## src/rtl/axis_shift_link_fifo.sv

```systemverilog
// rtl/axis_shift_link_fifo.sv - shift_link_fifo: synchronous first-word-fall-through RX FIFO
module shift_link_fifo #(
  parameter int DATA_WIDTH = 32,
  parameter int ADDR_WIDTH = 4
) (
  input  logic                  clk,
  input  logic                  rst_n,
  input  logic                  wr_en,
  input  logic [DATA_WIDTH-1:0] wr_data,
  input  logic                  rd_en,
  output logic [DATA_WIDTH-1:0] rd_data,
  output logic                  full,
  output logic                  empty
);
  localparam int DEPTH = 1 << ADDR_WIDTH;

  logic [DATA_WIDTH-1:0] mem_q [DEPTH];
  logic [ADDR_WIDTH-1:0] wr_ptr_q, wr_ptr_d, rd_ptr_q, rd_ptr_d;
  logic [ADDR_WIDTH:0]   count_q, count_d;
  logic                  do_wr, do_rd;

  assign full    = (count_q == (ADDR_WIDTH + 1)'(DEPTH));
  assign empty   = (count_q == '0);
  // A full FIFO still accepts a write when a read frees a slot in the same cycle.
  assign do_rd   = rd_en & ~empty;
  assign do_wr   = wr_en & (~full | do_rd);
  assign rd_data = empty ? '0 : mem_q[rd_ptr_q];

  always_comb begin
    wr_ptr_d = do_wr ? wr_ptr_q + ADDR_WIDTH'(1) : wr_ptr_q;
    rd_ptr_d = do_rd ? rd_ptr_q + ADDR_WIDTH'(1) : rd_ptr_q;
    count_d  = count_q + (ADDR_WIDTH + 1)'(do_wr) - (ADDR_WIDTH + 1)'(do_rd);
  end

  always_ff @(posedge clk or negedge rst_n) begin
    if (!rst_n) begin
      wr_ptr_q <= '0;
      rd_ptr_q <= '0;
      count_q  <= '0;
    end else begin
      wr_ptr_q <= wr_ptr_d;
      rd_ptr_q <= rd_ptr_d;
      count_q  <= count_d;
    end
  end

  always_ff @(posedge clk) begin
    if (do_wr) mem_q[wr_ptr_q] <= wr_data;
  end
endmodule

```

## src/rtl/axis_shift_link.sv

```systemverilog
// rtl/axis_shift_link.sv - serial shift link: one flagged word frame per DATA_WIDTH+1 strobes,
// TX word from s_axis, RX words to m_axis through a FWFT FIFO with drop counting.
module axis_shift_link #(
  parameter int DATA_WIDTH = 32,
  parameter int ADDR_WIDTH = 4,
  parameter int CNT_WIDTH  = 16
) (
  input  logic                  aclk,
  input  logic                  aresetn,
  input  logic                  sel,
  input  logic                  shift,
  input  logic                  tdi,
  output logic                  tdo,
  input  logic [DATA_WIDTH-1:0] s_axis_tdata,
  input  logic                  s_axis_tvalid,
  output logic                  s_axis_tready,
  output logic [DATA_WIDTH-1:0] m_axis_tdata,
  output logic                  m_axis_tvalid,
  input  logic                  m_axis_tready,
  output logic [CNT_WIDTH-1:0]  drop_count
);
  localparam int             FRAME_LEN = DATA_WIDTH + 1;
  localparam int             CW        = $clog2(FRAME_LEN);
  localparam logic [CW-1:0]  LAST_BIT  = CW'(DATA_WIDTH);

  logic [CW-1:0]         bit_cnt_q, bit_cnt_d;
  logic                  hold_valid_q, hold_valid_d;
  logic [DATA_WIDTH-1:0] hold_data_q, hold_data_d;
  logic [DATA_WIDTH-1:0] tx_sr_q, tx_sr_d;
  logic                  tx_flag_q, tx_flag_d;
  logic [DATA_WIDTH-1:0] rx_sr_q, rx_sr_d;
  logic                  rx_flag_q, rx_flag_d;
  logic                  tready_q, tready_d;
  logic [CNT_WIDTH-1:0]  drop_count_q, drop_count_d;

  logic                  strobe, at_first, at_last, tx_done, s_fire, rx_wr, m_fire, drop;
  logic                  fifo_full, fifo_empty;
  logic [DATA_WIDTH:0]   rx_cat;
  logic [DATA_WIDTH-1:0] rx_word;

  assign strobe   = sel & shift;
  assign at_first = (bit_cnt_q == '0);
  assign at_last  = (bit_cnt_q == LAST_BIT);
  assign tx_done  = strobe & at_last & tx_flag_q;
  assign s_fire   = s_axis_tvalid & tready_q;
  assign rx_cat   = {tdi, rx_sr_q};
  assign rx_word  = rx_cat[DATA_WIDTH:1];
  assign rx_wr    = strobe & at_last & rx_flag_q;
  assign m_fire   = m_axis_tvalid & m_axis_tready;
  assign drop     = rx_wr & fifo_full & ~m_fire;

  assign tdo           = at_first ? hold_valid_q : tx_sr_q[0];
  assign s_axis_tready = tready_q;
  assign m_axis_tvalid = ~fifo_empty;
  assign drop_count    = drop_count_q;

  always_comb begin
    bit_cnt_d    = bit_cnt_q;
    hold_valid_d = hold_valid_q;
    hold_data_d  = hold_data_q;
    tx_sr_d      = tx_sr_q;
    tx_flag_d    = tx_flag_q;
    rx_sr_d      = rx_sr_q;
    rx_flag_d    = rx_flag_q;
    drop_count_d = drop_count_q;

    if (!sel)       bit_cnt_d = '0;
    else if (shift) bit_cnt_d = at_last ? '0 : bit_cnt_q + CW'(1);

    if (strobe) begin
      if (at_first) begin
        tx_sr_d   = hold_valid_q ? hold_data_q : '0;
        tx_flag_d = hold_valid_q;
        rx_flag_d = tdi;
      end else begin
        tx_sr_d = tx_sr_q >> 1;
        rx_sr_d = rx_word;
      end
    end

    // The held word survives aborted frames; only a completed flagged frame releases it.
    if (tx_done) begin
      hold_valid_d = 1'b0;
    end else if (s_fire) begin
      hold_valid_d = 1'b1;
      hold_data_d  = s_axis_tdata;
    end
    tready_d = ~hold_valid_d & ~tx_done;

    if (drop && (drop_count_q != '1)) drop_count_d = drop_count_q + CNT_WIDTH'(1);
  end

  always_ff @(posedge aclk or negedge aresetn) begin
    if (!aresetn) begin
      bit_cnt_q    <= '0;
      hold_valid_q <= 1'b0;
      hold_data_q  <= '0;
      tx_sr_q      <= '0;
      tx_flag_q    <= 1'b0;
      rx_sr_q      <= '0;
      rx_flag_q    <= 1'b0;
      tready_q     <= 1'b0;
      drop_count_q <= '0;
    end else begin
      bit_cnt_q    <= bit_cnt_d;
      hold_valid_q <= hold_valid_d;
      hold_data_q  <= hold_data_d;
      tx_sr_q      <= tx_sr_d;
      tx_flag_q    <= tx_flag_d;
      rx_sr_q      <= rx_sr_d;
      rx_flag_q    <= rx_flag_d;
      tready_q     <= tready_d;
      drop_count_q <= drop_count_d;
    end
  end

  shift_link_fifo #(
    .DATA_WIDTH (DATA_WIDTH),
    .ADDR_WIDTH (ADDR_WIDTH)
  ) u_rx_fifo (
    .clk     (aclk),
    .rst_n   (aresetn),
    .wr_en   (rx_wr),
    .wr_data (rx_word),
    .rd_en   (m_axis_tready),
    .rd_data (m_axis_tdata),
    .full    (fifo_full),
    .empty   (fifo_empty)
  );
endmodule

```

## config.mk

```make
export PLATFORM = sky130hd
export DESIGN_NAME = axis_shift_link
export DESIGN_NICKNAME = d
export VERILOG_FILES = /design/src/rtl/axis_shift_link_fifo.sv /design/src/rtl/axis_shift_link.sv
export SDC_FILE = /design/constraint.sdc
export NUM_CORES = 1
export LEC_CHECK = 0
export ABC_AREA = 1
export CAP_MARGIN = 10
export CORE_MARGIN = 2
export CORE_UTILIZATION = 58
export DETAILED_ROUTE_END_ITERATION = 8
export HOLD_SLACK_MARGIN = 0.1
export PLACE_DENSITY = 0.72
export SYNTH_ARGS = -nofsm -noshare
export SYNTH_HDL_FRONTEND = slang
export SYNTH_SLANG_ARGS = --single-unit
```

## constraint.sdc

```tcl
create_clock -name aclk -period 7.75 [get_ports aclk]
set_input_delay 1.55 -clock aclk [delete_from_list [all_inputs] [get_ports aclk]]
set_output_delay 1.55 -clock aclk [all_outputs]
set_load 0.1 [all_outputs]
```

After elaboration in Yosys (flattened, before gate mapping)
Memories as Yosys holds them, arrays and structs flattened.
Cells that the tools add are included.
- memories: 1
- bits in writable memories: 512
- output and inout bits: 51
- word-level logic and storage cells: 57
- bits of input ports: 39
- register bits: 135
- memory list (name ; words ; width ; rd ports ; clocked after memory_dff ; write ports ; RTL line ; RTL):
    u_rx_fifo.mem_q ; 16 ; 32 ; 1 ; 0 ; 1 ; axis_shift_link_fifo.sv:17 ; logic [DATA_WIDTH-1:0] mem_q [DEPTH];
- multiplexer cells: 11
- bitwise logic cells: 17
- equality and inequality tests: 4
- reduce and logical (&&, ||, !) cells: 6
- $add $sub $neg: 6
- operators by type and width (cell ; number):
    2-to-1 mux 32 bit ; 3
    2-to-1 mux 6 bit ; 3
    adder 16 x 1 -> 16 bit, second input constant ; 1
    inequality test 16 bit, second input constant ; 1
    bitwise AND 1 bit ; 10
    adder 4 x 1 -> 4 bit, second input constant ; 2
    adder 6 x 1 -> 6 bit, second input constant ; 1
    equality test 6 bit, second input constant ; 1
    zero test 6 bit ; 1
    inverter 1 bit ; 6
    AND reduction 2 bit ; 3
    adder 5 x 1 -> 5 bit ; 1
    equality test 5 bit, second input constant ; 1
    zero test 5 bit ; 1
    2-to-1 mux 1 bit ; 5
    subtractor 5 x 1 -> 5 bit ; 1
    inequality test 2 x 1 -> 1 bit, second input constant ; 1
    logical AND 1 bit ; 1
    OR 1 bit ; 1

Depth between registers and ports, before layout
- depth after elaboration: 7
- mapped depth: 15
- depth with buffers taken out: 15

Modules after synthesis
From an unflattened synthesis, not the netlist that was laid out.
- cells, all modules: 2411
- area total of the unflattened synthesis: 26899.5 um^2
- modules (own cells, without submodules) (module ; instances ; area each (um^2) ; sequential area each (um^2) ; cells each):
    shift_link_fifo ; 1 ; 21415.5 ; 15700.1 ; 1781
    axis_shift_link ; 1 ; 5484.0 ; 3027.9 ; 630

Least setup slack after synthesis
Ideal clock, no wire load.
- path type: register to output
- start: reg u_rx_fifo.count_q[2]
- end: out m_axis_tdata[10]
- buffers on the path: 1
- data required time: 6200 ps
- arrival: 3302 ps
- cell stages (with the launch flop): 9
- slack: 2898 ps
- path through: dfrtp_1 -> inv_1 -> ha_1 -> nand2_1 -> nor2_1 -> nand2_1 -> inv_1 -> clkbuf_1 -> a21oi_1
- cells in the longest elaborated chain, start to end: 2
- RTL lines (element ; RTL line ; RTL):
    from (decl) ; axis_shift_link_fifo.sv:19 ; logic [ADDR_WIDTH:0] count_q, count_d;
    from (signal assigned) ; axis_shift_link_fifo.sv:43 ; count_q <= count_d;
    zero test 5 bit ; axis_shift_link_fifo.sv:23 ; assign empty = (count_q == '0);
    2-to-1 mux 32 bit ; axis_shift_link_fifo.sv:27 ; assign rd_data = empty ? '0 : mem_q[rd_ptr_q];
    to (decl) ; axis_shift_link.sv:17 ; output logic [DATA_WIDTH-1:0] m_axis_tdata,
Every way passes these cells.

Worst setup path in the final report
- start: reg u_rx_fifo.rd_ptr_q[0]
- end: out m_axis_tdata[16]
- cells in the longest elaborated chain, start to end: 2
- RTL lines (element ; RTL line ; RTL):
    from (decl) ; axis_shift_link_fifo.sv:18 ; logic [ADDR_WIDTH-1:0] wr_ptr_q, wr_ptr_d, rd_ptr_q, rd_ptr_d;
    from (signal assigned) ; axis_shift_link_fifo.sv:42 ; rd_ptr_q <= rd_ptr_d;
    memory read (16 x 32 bit) ; - ;
    2-to-1 mux 32 bit ; axis_shift_link_fifo.sv:27 ;
Every way passes these cells.

==> qor.yml <==
syn_avg_cell_area_sq_um: 11.0
drive_gt1_share_pct: 6.30
critPathLaunchType: "flop"
cts_hold_buf: 0
grt-ovfl-total: 0
grt_usage_pct: 27.5
synth-main-ff-cell: "edfxtp_1"
min_to: "hold_data_q[18]"
critPathMaxFanout: 122
routed-via-count: 18000
drv_cap: 0
critical_path_class: "reg -> out"
yosysWarnings: 0
die_y_um: 218
leakage_nw: 11.6
hold_viol: 0
syn_to_final_growth_pct: 12.8
viasPerCell: 5.79
antenna_found_initial: 1
grt_pass1_vias: 18300
place_area_sq_um: 27900
post_synth_num_cell_types: 32
finalNonFillerCells: 3108
slew_headroom_pct: 19.3
dpl.hpwl_um: 33800
wl_per_cell_um: 20.4
cts_resized: 0
synthArstFlopShare_pct: 20.7
power.total_mw: 12.3
finalNetCount: 2511
synth_edf_count: 512
tritoncts: "built"
hold_class: "reg -> reg"
worst-slew-pin-transition_ns: 1.21
routed_wl_um: 63500
place_ws_ns: 2.03
grt_max_degree: 131
syn_area_sq_um: 26600
hold_ws_ns: 0.469
diodes: 0
reg2reg_to: "u_rx_fifo.mem_q[14][11]"
r2r_cells: 9
r2r_slack_ns: 4.42
p_per_area_nw_per_um2: 409
ys_ff_latch: 646
yosysTopAreaCell: "edfxtp_1"
synth.most_common_cell: "nand2_1"
fin_tns_setup_ns: 0
synth_common_cells: "882 x nand2_1, 512 x edfxtp_1, 490 x nand3_1, 134 x dfrtp_1, 64 x buf_2"
num_rows: 78
rsz0062_at_grt: "false"
root_buffer: "clkbuf_16"
cts_buffers: 61
r2r_start: "bit_cnt_q[0]"
placed_cells: 2993
core_area_sq_um: 45300
drc: 0
yosysTopAreaCellShare_pct: 57.9
max_freq_ghz: 0.157
synth_cells: 2413
clk_latency_ns: 0.63
synth-seq-area-share_pct: 70.5
min_period_over_period_pct: 82.4
vdd_drop_max_mv: 0.388
firstDrtPassIters: 7
clk_pin_slew_ns: 0.06
clockBufferDepth: 3
required_ns: 6.20
drt_iter0_markers: 2003
start_util_pct: 58.7
cts_setup_buffers: 0
grt_pass1_wl_um: 100000
setup_slack_ns: 1.36
min_from: "hold_data_q[18]"
portBuffers: 89
finalClockSkew_ns: 0.0163
ant_nets: 0
status: "finished clean"
place.gp.congestion: 0.808
ioPinCount: 90
design_area_sq_um: 30000
drv_slew: 0
finalSetupViolations: 0
die_area_sq_um: 47500
die_w_um: 218
cp-end-kind: "output pin"
syn_nets: 2466
utilization_pct: 66.1
arrival_ns: 4.84
worstHoldPathCells: 2
htree_num_levels: 2
cts.sinks: 646
post-route-min-period_ns: 6.39
synth_area_leaders: "edfxtp_1 58%, dfrtp_1 13%, nand2_1 12%"
==> registers in the layout, summed over array words and instances, names as in the netlist <==
signal,count
drop_count,16
u_rx_fifo.wr_ptr_q,4
u_rx_fifo.rd_ptr_q,4
rx_sr_q,31
bit_cnt_q,6
u_rx_fifo.mem_q,512
tx_flag_q,1
rx_flag_q,1
hold_data_q,32
s_axis_tready,1
tx_sr_q,32
hold_valid_q,1
u_rx_fifo.count_q,5
==> per-layer routing <==
| metal | track usage (%) | routed length (um) | share of wire [%] | vias to the layer above |
|---|---|---|---|---|
| li1 | - | - | - | 8344 |
| met1 | 38.0 | 26400 | 42 | 8744 |
| met2 | 45.0 | 30600 | 48 | 750 |
| met3 | 4.63 | 4810 | 7.6 | 152 |
| met4 | 9.07 | 1740 | 2.7 | 2 |
| met5 | 0 | 13 | 0.020 | - |
==> where the power goes <==
| part | leakage, nW | internal (mW) | switching, mW |
|---|---|---|---|
| clock | 0.949 | 1.67 | 1.26 |
| sequential | 6.28 | 4.33 | 0.636 |
| combinational | 4.36 | 1.12 | 3.24 |
| total | 11.6 | 7.13 | 5.14 |
==> layout by cell type, fill, tap and decap left out, types with 18 or more instances in the layout <==
cell type and n:
a21oi_1 50, buf_4 29, clkbuf_16 61, clkdlybuf4s50_1 88
clkinv_1 18, dfrtp_1 130, edfxtp_1 512, inv_1 54
nand2_1 882, nand3_1 490, nor2_1 29, nor2_4 19
o21ai_0 29
==> kinds of logic (layout without fill, tap and decap cells) <==
group           count (synthesis)  in the layout  synth area share [%]
flops                         646            646                  70.5
simple gates                 1446           1446                  23.1
buf+inv                       200            295                  3.30
xor+xnor                       23             23                 0.758
compound gates                 84             84                  1.62
fa+ha+maj                      14             14                 0.688
==> how the worst max path moves through the flow <==
stage	cells after the start	from	end
after floorplan	8	u_rx_fifo.count_q[2]	m_axis_tdata[10]
after global placement	9	u_rx_fifo.rd_ptr_q[0]	m_axis_tdata[16]
after detailed placement	8	sel	u_rx_fifo.mem_q[10][25]
after CTS	9	u_rx_fifo.rd_ptr_q[0]	m_axis_tdata[16]
after global routing	9	u_rx_fifo.rd_ptr_q[0]	m_axis_tdata[16]
final	9	u_rx_fifo.rd_ptr_q[0]	m_axis_tdata[16]
==> worst max-delay path, stage by stage, from the launching register on <==
cell	delay, ns
dfrtp_4	0.78
inv_6	0.81
buf_4	0.55
nand2_1	0.13
nand3_1	0.12
nand3_1	0.12
nand2_1	0.10
nand2_1	0.05
a21oi_1	0.27
clkdlybuf4s50_1	1.19
==> layout make-up <==
| cell class | instances | area (sq um) |
|---|---|---|
| flip-flops and latches | 646 | 18700 |
| inverters | 61 | 239 |
| clock inverters | 37 | 348 |
| clock buffers | 76 | 1610 |
| well taps | 600 | 751 |
| multi-input cells | 1567 | 7080 |
| fillers | 3448 | 15300 |
| repair buffers | 121 | 1180 |
(Power assumes the default switching activity.)
